`config.mk`:
```
export PLATFORM = sky130hd
export DESIGN_NAME = nexys_starship_monster_sched
export DESIGN_NICKNAME = d
export VERILOG_FILES = /design/src/rtl/nexys_starship_pkg.sv /design/src/rtl/nexys_starship_lfsr8.sv /design/src/rtl/nexys_starship_monster_sched.sv
export SDC_FILE = /design/constraint.sdc
export NUM_CORES = 1
export LEC_CHECK = 0
export BUFFER_PORTS_ARGS = -buffer_cell sky130_fd_sc_hd__buf_2
export CAP_MARGIN = 25
export CORE_MARGIN = 8
export CORE_UTILIZATION = 59
export DETAILED_ROUTE_END_ITERATION = 12
export PLACE_DENSITY = 0.76
export RECOVER_POWER = 100
export SLEW_MARGIN = 20
export SYNTH_ARGS = -nofsm -noshare
export SYNTH_HDL_FRONTEND = slang
export SYNTH_SLANG_ARGS = --single-unit
```
`constraint.sdc`:
```
create_clock -name Clk -period 4.85 [get_ports Clk]
set_clock_uncertainty 0.2 [all_clocks]
set_input_delay 0.2425 -clock Clk [delete_from_list [all_inputs] [get_ports Clk]]
set_output_delay 0.2425 -clock Clk [all_outputs]
set_load 0.05 [all_outputs]
```
`src/rtl/nexys_starship_pkg.sv`:
```
// Shared definitions for the monster-lane spawn scheduler.
// Holds the FSM encodings, lane indices and the lane-pick LFSR tap mask.
// Imported by the scheduler top and its LFSR sub-module.
package nexys_starship_pkg;

  localparam int NUM_LANES = 4;

  // One-hot controller states; the bits drive q_Init/q_Play/q_Over directly.
  typedef enum logic [2:0] {
    ST_INIT = 3'b001,
    ST_PLAY = 3'b010,
    ST_OVER = 3'b100
  } state_t;

  localparam int LANE_TOP    = 0;
  localparam int LANE_BOTTOM = 1;
  localparam int LANE_LEFT   = 2;
  localparam int LANE_RIGHT  = 3;

  // Fibonacci taps 8,6,5,4 expressed as bit positions 7,5,4,3.
  localparam logic [7:0] LFSR_TAPS = 8'b1011_1000;

  function automatic logic lfsr_feedback(input logic [7:0] v);
    return ^(v & LFSR_TAPS);
  endfunction

endpackage

```
`src/rtl/nexys_starship_lfsr8.sv`:
```
// Free-running 8-bit Fibonacci LFSR used to pick the first lane to try for a spawn.
// Latency: new value every Clk edge; reloads SEED only on Reset.
// No backpressure: it shifts every cycle regardless of game state.
module nexys_starship_lfsr8
  import nexys_starship_pkg::*;
#(
  parameter logic [7:0] SEED = 8'hA5
) (
  input  logic       Clk,
  input  logic       Reset,
  output logic [1:0] pick
);

  logic [7:0] lfsr_q;
  logic [7:0] lfsr_d;

  // Shift left, feedback into bit 0.
  always_comb begin
    lfsr_d = {lfsr_q[6:0], lfsr_feedback(lfsr_q)};
  end

  // State register; seed is restored only by the hard reset.
  always_ff @(posedge Clk or posedge Reset) begin
    if (Reset) lfsr_q <= SEED;
    else       lfsr_q <= lfsr_d;
  end

  assign pick = lfsr_q[1:0];

endmodule

```
`src/rtl/nexys_starship_monster_sched.sv`:
```
// Spawn scheduler and per-lane attack timers for four monster lanes; optional macro NEXYS_STARSHIP_DIFFICULTY_EN.
// Latency: every output is a flop, updated on the Clk edge that samples tick/kill/play_flag.
// No backpressure: spawn is a one-cycle pulse; full lanes just hold the spawn retry at gap 1.
module nexys_starship_monster_sched
  import nexys_starship_pkg::*;
#(
  parameter int unsigned SPAWN_GAP    = 4,
  parameter int unsigned ATTACK_TICKS = 8,
  parameter logic [7:0]  LFSR_SEED    = 8'hA5
) (
  input  logic                 Clk,
  input  logic                 Reset,
  input  logic                 tick,
  input  logic                 play_flag,
  input  logic [NUM_LANES-1:0] kill,
  output logic [NUM_LANES-1:0] spawn,
  output logic [NUM_LANES-1:0] monster,
  output logic                 game_over,
  output logic                 q_Init,
  output logic                 q_Play,
  output logic                 q_Over
);

  localparam logic [3:0] GAP_INIT = 4'(SPAWN_GAP);
  localparam logic [3:0] ATK_INIT = 4'(ATTACK_TICKS);

  state_t                          state_q, state_d;
  logic [NUM_LANES-1:0]            spawn_q, spawn_d;
  logic [NUM_LANES-1:0]            monster_q, monster_d;
  logic [NUM_LANES-1:0][3:0]       timer_q, timer_d;
  logic                            game_over_q, game_over_d;
  logic [3:0]                      gap_q, gap_d;
  logic [1:0]                      pick;
  logic [NUM_LANES-1:0]            kill_acc;
  logic [NUM_LANES-1:0]            spawn_oh;
  logic                            found;
  logic                            expire;
  logic [1:0]                      idx;
  logic [3:0]                      reload;

  nexys_starship_lfsr8 #(.SEED(LFSR_SEED)) u_lfsr (
    .Clk   (Clk),
    .Reset (Reset),
    .pick  (pick)
  );

  // Kills only count against occupied lanes while playing.
  assign kill_acc = (state_q == ST_PLAY) ? (kill & monster_q) : '0;

  // First empty lane starting at the LFSR pick, using start-of-cycle occupancy.
  always_comb begin
    spawn_oh = '0;
    found    = 1'b0;
    idx      = '0;
    for (int k = 0; k < NUM_LANES; k++) begin
      idx = pick + 2'(k);
      if (!found && !monster_q[idx]) begin
        spawn_oh[idx] = 1'b1;
        found         = 1'b1;
      end
    end
  end

  // A timer expires on a 1->0 tick unless the same lane is killed this cycle.
  always_comb begin
    expire = 1'b0;
    for (int i = 0; i < NUM_LANES; i++) begin
      if (tick && monster_q[i] && (timer_q[i] == 4'd1) && !kill_acc[i]) expire = 1'b1;
    end
  end

`ifdef NEXYS_STARSHIP_DIFFICULTY_EN
  logic [2:0] kcnt_q, kcnt_d;
  logic [3:0] reload_q, reload_d;
  logic [3:0] ksum;

  // Every eighth accepted kill shortens the spawn gap by one, never below 1.
  always_comb begin
    kcnt_d   = kcnt_q;
    reload_d = reload_q;
    ksum     = {1'b0, kcnt_q} + 4'($countones(kill_acc));
    if (state_d == ST_INIT) begin
      kcnt_d   = '0;
      reload_d = GAP_INIT;
    end else begin
      kcnt_d = ksum[2:0];
      if (ksum[3] && (reload_q > 4'd1)) reload_d = reload_q - 4'd1;
    end
  end

  // Difficulty registers.
  always_ff @(posedge Clk or posedge Reset) begin
    if (Reset) begin
      kcnt_q   <= '0;
      reload_q <= GAP_INIT;
    end else begin
      kcnt_q   <= kcnt_d;
      reload_q <= reload_d;
    end
  end

  assign reload = reload_q;
`else
  assign reload = GAP_INIT;
`endif

  // Next-state and output logic for the INIT/PLAY/OVER controller.
  always_comb begin
    state_d     = state_q;
    spawn_d     = '0;
    monster_d   = monster_q;
    timer_d     = timer_q;
    game_over_d = game_over_q;
    gap_d       = gap_q;
    case (state_q)
      ST_INIT: begin
        monster_d   = '0;
        timer_d     = '0;
        game_over_d = 1'b0;
        gap_d       = GAP_INIT;
        if (play_flag) state_d = ST_PLAY;
      end
      ST_PLAY: begin
        if (tick) begin
          for (int i = 0; i < NUM_LANES; i++) begin
            if (monster_q[i]) timer_d[i] = timer_q[i] - 4'd1;
          end
          if (gap_q > 4'd1) gap_d = gap_q - 4'd1;
        end
        for (int i = 0; i < NUM_LANES; i++) begin
          if (kill_acc[i]) begin
            monster_d[i] = 1'b0;
            timer_d[i]   = '0;
          end
        end
        // Ending the game takes precedence over a spawn attempt on the same tick.
        if (expire) begin
          state_d     = ST_OVER;
          game_over_d = 1'b1;
        end else if (tick && (gap_q == 4'd1) && found) begin
          spawn_d   = spawn_oh;
          monster_d = monster_d | spawn_oh;
          for (int i = 0; i < NUM_LANES; i++) begin
            if (spawn_oh[i]) timer_d[i] = ATK_INIT;
          end
          gap_d = reload;
        end
      end
      ST_OVER: begin
        game_over_d = 1'b1;
        if (!play_flag) begin
          state_d     = ST_INIT;
          monster_d   = '0;
          timer_d     = '0;
          game_over_d = 1'b0;
          gap_d       = GAP_INIT;
        end
      end
      default: begin
        state_d     = ST_INIT;
        monster_d   = '0;
        timer_d     = '0;
        game_over_d = 1'b0;
        gap_d       = GAP_INIT;
      end
    endcase
  end

  // Controller registers.
  always_ff @(posedge Clk or posedge Reset) begin
    if (Reset) begin
      state_q     <= ST_INIT;
      spawn_q     <= '0;
      monster_q   <= '0;
      timer_q     <= '0;
      game_over_q <= 1'b0;
      gap_q       <= GAP_INIT;
    end else begin
      state_q     <= state_d;
      spawn_q     <= spawn_d;
      monster_q   <= monster_d;
      timer_q     <= timer_d;
      game_over_q <= game_over_d;
      gap_q       <= gap_d;
    end
  end

  assign spawn     = spawn_q;
  assign monster   = monster_q;
  assign game_over = game_over_q;
  assign q_Init    = state_q[0];
  assign q_Play    = state_q[1];
  assign q_Over    = state_q[2];

endmodule

```
After elaboration in Yosys (flattened, before gate mapping):

Index checks and enable logic that the tools add are counted.
Widths: inputs -> output; s select.

* flip-flop bits (word level): 40
* memory bits (read-only): 0
* word-level logic and storage cells: 149
* RAM bits: 0
* memories kept: 0
* input port bits: 8
* bits in latches: 0

* add/subtract/negate cells: 8
* div/mod/pow operators: 0
* reductions and logical operators: 32
* multiply operators: 0
* muxes and demuxes: 74
* shift-type cells: 0
* equal/unequal tests: 11
* magnitude comparators: 9
* bitwise logic cells: 5

Operators with widths (count)
* $mux 4: 28
* $mux 16: 4
* $pmux 16 s2: 1
* $mux 1: 26
* $logic_and 1x1->1: 21
* $eq 4x1->1 const B: 5
* $sub 4x1->4 const B: 5
* $or 4x4->4: 4
* $pmux 4 s2: 2
* $lt 2x3->1 const B: 4
* $logic_not 1->1: 9
* $mux 3: 3
* $pmux 3 s3: 1
* $bmux 1 s2: 4
* $demux 1 s2: 4
* $ge 2x1->1 const B: 4
* $reduce_xor 8->1: 1
* $ne 2x2->1 const B: 3
* $add 2x2->2 const B: 2
* $and 4x4->4: 1
* $gt 4x1->1 const B: 1
* $eq 3x1->1 const B: 1
* $eq 3x2->1 const B: 1
* $eq 3x3->1 const B: 1
* other kinds (3): 3

Logic depth before layout (Yosys ltp):

* word-level depth: 16
* depth in mapped cells: 9
* gate-level depth less buffers: 8

By module:

A second synthesis with hierarchy kept.

* cells, all modules: 260
* area, all modules: 2542.4 um2

By module, submodules not included
* nexys_starship_monster_sched: sequential area each 803.3 um2, area an instance 2292.2 um2, cells each 246, instances 1
* nexys_starship_lfsr8: sequential area each 205.2 um2, area an instance 250.2 um2, cells each 14, instances 1

Worst setup path after synthesis:

Ideal clock, no wire load.

* path type: register to register
* start point: register u_lfsr.lfsr_q[0]
* end point: register timer_q[4] (netlist name)
* library setup time: 0.083 ns
* setup slack: 1.957 ns
* cell stages (with the launch flop): 10
* path buffers: 1
* period minus slack after synthesis: 2.893 ns
* arrival time: 2.610 ns
* cells stage by stage: dfstp_2 clkbuf_1 inv_1 ha_1 mux2_2 mux2_2 a21oi_1 o21ai_2 a221o_1 o21ai_0

* word-level cells in the longest chain between the ends: 16
* elaborated cells on any way between the ends: 55
* classes of those cells: add/sub (3); order compare (8); mux (28); bitwise (3); reduce/logical (13)

Ends and longest elaborated chain
* from (decl): RTL line nexys_starship_lfsr8.sv:14 `logic [7:0] lfsr_q;`
* from (signal assigned): RTL line nexys_starship_lfsr8.sv:25 `else lfsr_q <= lfsr_d;`
* parallel branches: the longest is 13 deep, another holds $lt 2x3->1
* $mux 16 (*): RTL line nexys_starship_monster_sched.sv:140 `end else if (tick && (gap_q == 4'd1) && found) begin`
* $mux 16 (*): RTL line nexys_starship_monster_sched.sv:137 `if (expire) begin`
* $pmux 16 s2 (*): RTL line nexys_starship_monster_sched.sv:115 `case (state_q)`
* to (signal assigned): RTL line nexys_starship_monster_sched.sv:182 `timer_q <= timer_d;`
* to (decl): RTL line nexys_starship_monster_sched.sv:30 `logic [NUM_LANES-1:0][3:0] timer_q, timer_d;`

Every way passes the cells marked *. The select of a mux whose other input is x is not followed.
A chain may end at the register's enable or synchronous reset.

Final worst setup path:

* start point: register u_lfsr.lfsr_q[0]
* end point: register timer_q[12] (netlist name)

Same word-level chain as after synthesis.

==> flow_summary.toml <==
[synth]
yosysTopAreaCell = "dfrtp_1"
synth.cell_area_um2 = 2540
synth_edf_count = 0
synth_top_flop_cell = "dfrtp_1"
seq_area_frac_synth_pct = 39.7
postSynthCellCount = 277
synth_top_area_share_pct = 33.5
synth_area_leaders = "dfrtp_1 33%, ha_1 6.9%, dfstp_2 6.2%, nand2_1 5.5%, a21oi_1 3.0%"
synthArstFlopShare_pct = 100
yosysUniqueCellTypes = 54
ys_ff_latch = 40
syn_nets = 299
synth_warnings = 0
syn_area_per_cell_um2 = 9.17

[final_layout]
design_area_um2 = 2730
multiInputGateArea_um2 = 1390
fin_cells = 347
antenna_cells = 0
syn2layout_area_growth_pct = 7.54
nets = 316
drive_above_1_share_pct = 11.5
layout.area.seq_um2 = 1010
n_fill_cell = 374

[route]
drt-initial-drc-count = 143
dr_wl_met2_mm = 2.54
drt-total-wl_mm = 5.60
routed.top_layer = "met4"
via_count = 2182
ant_nets = 0
wl_met3_um = 341
dr.pass1.iters = 4
wire_per_inst_um = 16.1
viasPerCell = 6.29
drcViolationCount = 0
wl_met1_mm = 2.62

[sta]
setup_slack_ns = 1.51
rsz0062_at_grt = "no"
layout_min_cycle_time_ns = 3.34
finalSetupViolCount = 0
slew_viol_final = 41
max_freq_ghz = 0.300
fin_crit_sh_pct = 68.8
fin_setup_tns_ns = 0
worst_pin_slew_ns = 2.07
relSlewSlack_pct = -37.9
final-hold-violation-count = 0

[cts]
cts_made_buffers = 5
h-tree-depth = 2
cts_hold_buffers = 1
cts_tree = "done"
cts_max_path_buffers = 2
cts.sinks = 40
cts.repair.resized = 0
cts_root_buf = "clkbuf_8"
cts_setup_buffers = 0
clock_latency_ns = 0.30
path_clk_slew_ns = 0.08

[grt]
grt_pass1_wl_mm = 9.62
grt_overflow = 0
antenna_found_initial = 0
grt_max_degree = 41
grt_util_all_layers_pct = 18.3
grt_pass1_vias = 2118

[placed_design]
placed_area_um2 = 2650
gp_congestion = 0.977
dpl.cell_count = 338
dp_slack_ns = 1.92
port_buffers = 19
hpwlAfterDp_mm = 3.87

[worst_setup_path]
worstReg2RegStart = "u_lfsr.lfsr_q[0]$_DFF_PP1_"
max_stage_delay_ns = 0.85
crit_path_end_kind = "register"
cp_slowest_cell = "dfstp_1"
path_class = "register to register"
crit_chain = "inv_1 -> ha_1 -> mux2_1 -> mux2_1 -> a21oi_1 -> o21ai_0 -> a221o_1 -> o21ai_0"
crit_fanout = 18
rrSetupSlack_ns = 1.51
start_kind = "register"
arrival_ns = 3.32
r2r-end = "timer_q[12]$_DFFE_PP0P_"
rr_worst_depth = 8
required_ns = 4.84

[die]
io_pins = 20
die_h_um = 81.6
core_um2 = 4260
std_cell_rows = 24
dieWidth_um = 81.6
die-area_um2 = 6660
start_util_pct = 59.6

[hold_path]
hold_class = "input port to register"
hp-start = "kill[1]"
hold_depth = 4
holdPathEnd = "monster[1]$_DFFE_PP0P_"

[power]
p_per_area_nw_per_um2 = 300
p_leak_nw = 1.19
ir_worst_vdd_mv = 0.273

[outcome]
violations = "capacitance limit, slew limit"
status = "finished, violations left"

[job]
drv_cap = 1
-- layout make-up --
cell class	count	area share [%]
Inverter	18	2.47
Multi-Input combinational cell	208	50.8
Clock buffer	6	2.66
Clock inverter	2	1.28
Tap cell	52	2.38
Timing Repair Buffer	21	3.44
Sequential cell	40	36.9
-- cell usage after synthesis, types with 4 or more instances --
| library cell | instances |
|---|---|
| o22ai_1 | 8 |
| nor4_1 | 5 |
| nand3b_1 | 4 |
| dfstp_2 | 6 |
| a21o_1 | 5 |
| clkbuf_1 | 5 |
| nor2_1 | 14 |
| o21ai_0 | 15 |
| ha_1 | 14 |
| or2_2 | 4 |
| a221o_1 | 4 |
| nand3_1 | 10 |
| o221ai_1 | 4 |
| a221oi_1 | 4 |
| dfrtp_1 | 34 |
| nand2_1 | 37 |
| mux2_2 | 5 |
| buf_2 | 5 |
| nand2b_1 | 5 |
| inv_1 | 18 |
| o21ai_1 | 7 |
| a21oi_1 | 15 |
-- registers in the layout, summed over array words and instances (netlist names) --
name / cells
gap_q: 4
u_lfsr.lfsr_q: 8
game_over: 1
state_q: 3
monster: 4
spawn: 4
timer_q: 16
-- routing by layer --
metal	GRT usage (%)	vias up
li1	-	1043
met1	23.7	1051
met2	28.2	77
met3	4.49	11
met4	8.25	0
met5	0	-
-- power breakdown --
group | internal [mW] | switching (mW) | leakage, nW
Sequential | 0.358 | 0.0298 | 0.536
Combinational | 0.0465 | 0.119 | 0.595
Clock | 0.153 | 0.114 | 0.0552
Total | 0.558 | 0.263 | 1.19
-- metrics by stage --
stage          hold WS, ns  total power [mW]  util, %
2_1_floorplan        0.133             0.521        -
3_3_place_gp         0.135             0.563     62.2
3_5_place_dp         0.145             0.565     62.2
4_1_cts              0.138             0.833     65.0
5_1_grt              0.170             0.861     64.1
6_report             0.148             0.821     64.1
-- kinds of logic (layout without fill, tap and decap cells) --
kind of cell / after synthesis / in the layout / share of synthesized area (%)
compound gates: 81 / 81 / 21.7
simple gates: 102 / 102 / 21.9
xor+xnor: 3 / 3 / 1.03
flops: 40 / 40 / 39.7
mux: 8 / 8 / 3.89
fa+ha+maj: 14 / 14 / 6.90
buf+inv: 29 / 47 / 4.83
-- critical path, delay by kind of cell (launching register included) --
family | cells | cell delay [ns]
mux | 2 | 0.77
flops | 1 | 0.85
compound gates | 4 | 0.88
buf+inv | 1 | 0.13
fa+ha+maj | 1 | 0.39
-- cells in the final DEF, fill, tap and decap left out, types with 3 or more instances in the layout --
cell type | synthesis | layout
a211o_1 | 3 | 3
a21o_1 | 5 | 5
a21oi_1 | 15 | 15
a221o_1 | 4 | 4
a221oi_1 | 4 | 4
buf_2 | 5 | 7
clkbuf_1 | 5 | 14
clkbuf_8 | 0 | 5
dfrtp_1 | 34 | 34
dfstp_2 | 6 | 4
ha_1 | 14 | 14
inv_1 | 18 | 18
mux2_2 | 5 | 3
nand2_1 | 37 | 37
nand2b_1 | 5 | 5
nand3_1 | 10 | 10
nand3b_1 | 4 | 4
nand4bb_1 | 3 | 3
nor2_1 | 14 | 14
nor3_1 | 3 | 3
nor3b_1 | 3 | 3
nor4_1 | 5 | 7
o21ai_0 | 15 | 24
o221ai_1 | 4 | 4
o22ai_1 | 8 | 8
or2_2 | 4 | 4
-- worst max-delay path by stage --
stage                               startpoint                 endpoint  slack [ns]  cells past startpoint
finish              u_lfsr.lfsr_q[0]$_DFF_PP1_  timer_q[12]$_DFFE_PP0P_        1.51                      8
global route        u_lfsr.lfsr_q[0]$_DFF_PP1_   timer_q[0]$_DFFE_PP0P_        1.30                      8
CTS                 u_lfsr.lfsr_q[0]$_DFF_PP1_  timer_q[12]$_DFFE_PP0P_        1.89                      8
detailed placement  u_lfsr.lfsr_q[0]$_DFF_PP1_   timer_q[0]$_DFFE_PP0P_        1.92                      8
global placement    u_lfsr.lfsr_q[0]$_DFF_PP1_  timer_q[15]$_DFFE_PP0P_        2.01                      8
floorplan           u_lfsr.lfsr_q[0]$_DFF_PP1_   timer_q[4]$_DFFE_PP0P_        1.96                      9
(Power assumes the default switching activity.)
